**src/rtl/mac_seq.sv**
```systemverilog
// Sequencer feeding a pipelined signed MAC: streams operand pairs, accumulates products, returns dot product + bias.
// Result valid 3 cycles after the last accepted beat; in_ready only in BUSY, DONE holds until result_ready.
module mac_seq #(
    parameter int WIDTH = 8,
    parameter int ACC_W = 32,
    parameter int LEN_W = 8
) (
    input  logic                 clk,
    input  logic                 rst_n,
    input  logic                 start,
    input  logic [LEN_W-1:0]     len,
    input  logic [WIDTH-1:0]     bias,
    input  logic                 in_valid,
    input  logic [WIDTH-1:0]     in_a,
    input  logic [WIDTH-1:0]     in_b,
    output logic                 in_ready,
    output logic                 mac_ce,
    output logic [WIDTH-1:0]     mac_a,
    output logic [WIDTH-1:0]     mac_b,
    output logic [WIDTH-1:0]     mac_c,
    input  logic [2*WIDTH-1:0]   mac_p,
    output logic [ACC_W-1:0]     result,
    output logic                 result_valid,
    input  logic                 result_ready,
    output logic                 busy
);

    typedef enum logic [1:0] {
        IDLE  = 2'd0,
        BUSY  = 2'd1,
        DRAIN = 2'd2,
        DONE  = 2'd3
    } state_t;

    state_t             state_q;
    logic [LEN_W-1:0]   rem_q;
    logic [WIDTH-1:0]   bias_q;
    logic [ACC_W-1:0]   acc_q, acc_d;
    logic [2:0]         tag_q, tag_d;
    logic [2:0]         fst_q, fst_d;
    logic               first_q;
    logic [ACC_W-1:0]   result_q;
    logic               result_valid_q;

    logic               accept;
    logic [ACC_W-1:0]   p_ext;
    logic [ACC_W-1:0]   bias_ext;

    assign in_ready     = (state_q == BUSY) && (rem_q != '0);
    assign accept       = in_valid && in_ready;
    assign mac_ce       = (state_q == BUSY) || (state_q == DRAIN);
    assign mac_a        = accept ? in_a : '0;
    assign mac_b        = accept ? in_b : '0;
    // Bias rides along with element 0 as it enters the MAC adder stage.
    assign mac_c        = (tag_q[1] && fst_q[1]) ? bias_q : '0;
    assign busy         = (state_q != IDLE);
    assign result       = result_q;
    assign result_valid = result_valid_q;

    assign p_ext    = {{(ACC_W-2*WIDTH){mac_p[2*WIDTH-1]}}, mac_p};
    assign bias_ext = {{(ACC_W-WIDTH){bias[WIDTH-1]}}, bias};

    always_comb begin
        acc_d = acc_q;
        tag_d = tag_q;
        fst_d = fst_q;
        if (mac_ce) begin
            tag_d = {tag_q[1:0], accept};
            fst_d = {fst_q[1:0], accept && first_q};
            if (tag_q[2]) begin
                acc_d = acc_q + p_ext;
            end
        end
    end

    always_ff @(posedge clk or negedge rst_n) begin
        if (!rst_n) begin
            state_q        <= IDLE;
            rem_q          <= '0;
            bias_q         <= '0;
            acc_q          <= '0;
            tag_q          <= '0;
            fst_q          <= '0;
            first_q        <= 1'b0;
            result_q       <= '0;
            result_valid_q <= 1'b0;
        end else begin
            acc_q <= acc_d;
            tag_q <= tag_d;
            fst_q <= fst_d;
            case (state_q)
                IDLE: begin
                    if (start) begin
                        bias_q         <= bias;
                        tag_q          <= '0;
                        fst_q          <= '0;
                        result_valid_q <= 1'b0;
                        if (len != '0) begin
                            state_q <= BUSY;
                            rem_q   <= len;
                            acc_q   <= '0;
                            first_q <= 1'b1;
                        end else begin
                            // Empty vector: result is the bias alone, valid one edge later.
                            state_q  <= DONE;
                            acc_q    <= bias_ext;
                            result_q <= bias_ext;
                        end
                    end
                end
                BUSY: begin
                    if (accept) begin
                        rem_q   <= rem_q - LEN_W'(1);
                        first_q <= 1'b0;
                        if (rem_q == LEN_W'(1)) begin
                            state_q <= DRAIN;
                        end
                    end
                end
                DRAIN: begin
                    // No beats enter in DRAIN, so once the younger tags are clear this edge retires the last product.
                    if (tag_q[1:0] == 2'b00) begin
                        state_q        <= DONE;
                        result_q       <= acc_d;
                        result_valid_q <= 1'b1;
                    end
                end
                DONE: begin
                    if (!result_valid_q) begin
                        result_valid_q <= 1'b1;
                    end else if (result_ready) begin
                        state_q        <= IDLE;
                        result_valid_q <= 1'b0;
                    end
                end
                default: state_q <= IDLE;
            endcase
        end
    end

endmodule

```
**config.mk**
```make
export PLATFORM = sky130hd
export DESIGN_NAME = mac_seq
export DESIGN_NICKNAME = d
export VERILOG_FILES = /design/src/rtl/mac_seq.sv
export SDC_FILE = /design/constraint.sdc
export NUM_CORES = 1
export LEC_CHECK = 0
export BUFFER_PORTS_ARGS = -buffer_cell sky130_fd_sc_hd__buf_2
export CAP_MARGIN = 20
export CORE_MARGIN = 2
export CORE_UTILIZATION = 60
export DETAILED_ROUTE_END_ITERATION = 10
export PLACE_DENSITY = 0.86
export SLEW_MARGIN = 30
export SYNTH_ARGS = -nofsm -noshare
export SYNTH_HDL_FRONTEND = slang
export SYNTH_SLANG_ARGS = --single-unit
```
**constraint.sdc**
```tcl
create_clock -name clk -period 5.3 [get_ports clk]
set_input_delay 1.06 -clock clk [delete_from_list [all_inputs] [get_ports clk]]
set_output_delay 1.06 -clock clk [all_outputs]
set_load 0.05 [all_outputs]
```
==> impl_results.md <==
- Status: complete, no violations
- Adder-cell share of the synthesized area: 8.27%
- Final wirelength: 16900 um
- Area Growth Syn to Fin: 12.8%
- Register area share after synthesis: 36.3%
- Part of the power in registers: 36.0%
- Initial Util: approximately 62%
- # diodes: 0
- Largest net degree at the start of global routing: between 50 and 60
- Final TNS setup: 0 ns
- Setup bufs post-CTS: 0
- Hold/Removal Path Class: flip-flop to flip-flop
- Worst relative slew slack: roughly two fifths
- Most common cell on crit path: inv_1
- Worst EP required: 4.24 ns
- Peak VDD IR: roughly 0.16 mV
- Final setup fails: 0
- # Max-Cap Violations: 0
- Chip Height: about 110 um
- Total GRT Usage: just over 30%
- Critical path arrival: around 3.1 ns
- Post-synthesis simple-gate area fraction: between 20% and 30%
- Switching Share: between 30% and 40%
- Via count: about 6000
- Clock share of power: between 20% and 30%
- Global route overflow: 0
- Final clock period utilization by the worst path: approximately 80%
- Synth Area in Compound Gates: between 20% and 30%
- Worst stage delay on the critical path: between 0.7 and 0.8 ns
- Number of synthesized flops with an enable pin: 0
- Asr flop ratio synth: 100%
- Pins over their slew limit: 0
- Number of synthesized register bits: 89
- Final clock skew: 0.0204 ns
- Switching power total: about 0.88 mW
- CP Capture Type: output port
- P_int: between 1 and 1.5 mW
- Top FF cell, synth: dfrtp_1
- Site Rows: 36
- Drt wl/cell: between 15 and 20 um
- CTS tree: done
- CTS Buf Count: 9
- CTS root buf: clkbuf_8
- Syn Std Cell Area: between 0.006 and 0.007 mm2
- Worst-path cell chain: inv_1 -> ha_1 -> inv_1 -> a21oi_1 -> and3_1 -> buf_2
- Final hold slack: approximately 0.48 ns
- IO Count: 113
- Mapped Nets: about 820
- Crit path kind: flip-flop to output port
- Final Hold Viols: 0
- Clock buffer depth: 2
- Share of post-route cells with drive strength above 1: between 10% and 20%
- Hpwl dp: 12100 um
- PostCTS Resize Cnt: 0
- Final net count: approximately 900
- Initial antenna violation count: 0
- FMAX: between 200 and 250 MHz
- Pre-Repair DR Iteration Count: 5
- Comb power frac: a little over two fifths
- Placer Congestion: slightly below 1
- Hold Buf Count CTS: 0
- CP max FO: 23
- Vias per cell: around 6.3
- Routed Antenna Nets: 0
- P per Cell Area: approximately 320 mW/mm2
- Depth of the CTS H-tree: 3
- Clock latency on the worst-skew pair: a little under 0.4 ns
- Mean Syn Cell Area: around 8.5 um2
- RSZ-0062 raised after global routing: false
- Clock slew at reported path FFs: 0.10 ns
- Warnings, synthesis: 0
- Pleak: 3.50 nW
- Worst Setup Start Kind: flip-flop
- Number of DRC markers in iteration 0: about 330
- Vias in the first global route: just under 6000
- Filler Cell Count: roughly 800
- Total clock sinks: around 90
- Mapped Cells: about 720
- Core area: 0.00986 mm2
- Slowest cell on crit path: a21oi_1
- Cell variety after synth: 66
- Fraction of synthesized area in multiplexers: 3.42%
- Chip Width: around 110 um
- Die Footprint: around 0.011 mm2
- Combinational family with the most area after synthesis: compound AO/OA/AOI/OAI gates
- IO Port Bufs: between 100 and 150
- # DRC: 0
- XOR/XNOR Fraction of Synth Area: 2.28%
- Worst Tran Pin Value: 0.924 ns
- First-pass GRT wire length: 27700 um
- Minimum clock period: between 4 and 5 ns
==> worst max-delay path: cells and delay by family, from the launching register on <==
family / cells / cell delay, ns
AO/OA/AOI/OAI: 1 / 0.77
adder cells (fa/ha/maj): 1 / 0.63
buffers and inverters: 3 / 0.66
flip-flops: 1 / 0.44
AND/OR/NAND/NOR: 1 / 0.25
==> cell families (layout without fill, tap and decap cells) <==
family	count (synthesis)	after routing
and+or+nand+nor	248	248
AOI/OAI and AO/OA	246	246
DFF	89	89
buffers and inverters	62	154
adders and majority gates	40	40
muxes	21	21
xor gates and xnor gates	16	16
==> cell type report <==
class	instances	area [um2]	area share [%]
tap	133	166	2.40
timing repair buffer	119	616	8.88
inverter	19	71.3	1.03
clock inverter	6	47.5	0.686
clock buffer	10	138	1.99
multi-input combinational	571	3660	52.9
sequential	89	2230	32.1
==> sequential cells by signal, indices dropped and copies added (netlist names) <==
register,count
result_valid,1
bias_q,8
fst_q,2
result,32
rem_q,8
acc_q,32
state_q,2
first_q,1
tag_q,3
==> Yosys cell counts (all sizes together) (4+ instances only) <==
cell	count	area [um2]
xnor2	11	96.3
and3	33	211
nand2b	7	43.8
ha	39	488
a22o	4	35.0
a21oi	85	433
buf	11	62.6
mux2i	21	210
nand3	18	105
and2	8	50.1
nand2	94	353
nor2	40	150
clkbuf	32	120
nand4	8	50.1
inv	19	71.3
nor4	5	37.5
o22ai	5	31.3
a211oi	9	77.6
a21o	25	190
a31oi	14	87.6
or3	4	25.0
nor2b	4	25.0
nor3	13	75.1
dfrtp	89	2230
o31ai	5	37.5
xor2	5	43.8
a41oi	4	35.0
o21ai	68	355
==> worst paths after layout <==
| path | from | end | slack [ns] | depth (start not counted) |
|---|---|---|---|---|
| worst max-delay path | state_q[1]$_DFFE_PN0P_ | mac_a[1] | 1.10 | 6 |
| worst min-delay path | result[9]$_DFFE_PN0P_ | result[9]$_DFFE_PN0P_ | 0.48 | 1 |
| worst max register to register | state_q[1]$_DFFE_PN0P_ | rem_q[0]$_DFFE_PN0P_ | 1.69 | 9 |
| worst min register to register | result[9]$_DFFE_PN0P_ | result[9]$_DFFE_PN0P_ | 0.48 | 1 |
| max in group asynchronous | rst_n | acc_q[27]$_DFF_PN0_ | 3.59 | 2 |
| min in group asynchronous | rst_n | result[2]$_DFFE_PN0P_ | 0.61 | 1 |
==> metal layers <==
metal | part of all wire [%] | track usage (%) | up-vias
li1 | - | - | 2803
met1 | 41 | 40.1 | 2848
met2 | 48 | 51.2 | 263
met3 | 7.7 | 5.30 | 46
met4 | 2.9 | 12.5 | 0
met5 | 0 | 0 | -
==> cells in the final DEF (no fill, tap or decap), types with 14 or more instances in the layout <==
cell type / Yosys / routed
a21o_1: 23 / 23
o21ai_0: 59 / 59
nor2_1: 40 / 40
mux2i_1: 21 / 21
inv_1: 19 / 19
buf_2: 5 / 111
dfrtp_1: 89 / 89
a31oi_1: 14 / 14
ha_1: 39 / 39
nand2_1: 94 / 94
a21oi_1: 83 / 82
and3_1: 32 / 32
nand3_1: 15 / 15
==> power groups by stage <==
stage | Combinational, mW | Clock [mW] | Sequential [mW]
CTS | 0.940 | 0.465 | 0.794
global placement | 0.902 | 0 | 0.804
global route | 1.06 | 0.488 | 0.804
finish | 0.954 | 0.461 | 0.795
floorplan | 0.744 | 0 | 0.793
detailed placement | 0.930 | 0 | 0.808
==> stage by stage <==
stage	instances	utilization (%)	worst slack, ns	power (mW)	instance area (um2)
floorplan	722	-	1.99	1.54	6140
global placement	931	68.4	1.63	1.71	6750
detailed placement	931	68.4	1.48	1.74	6750
CTS	947	70.3	1.13	2.20	6930
global route	947	70.3	0.845	2.35	6930
finish	947	70.3	1.10	2.21	6930
(Power assumes the default switching activity.)
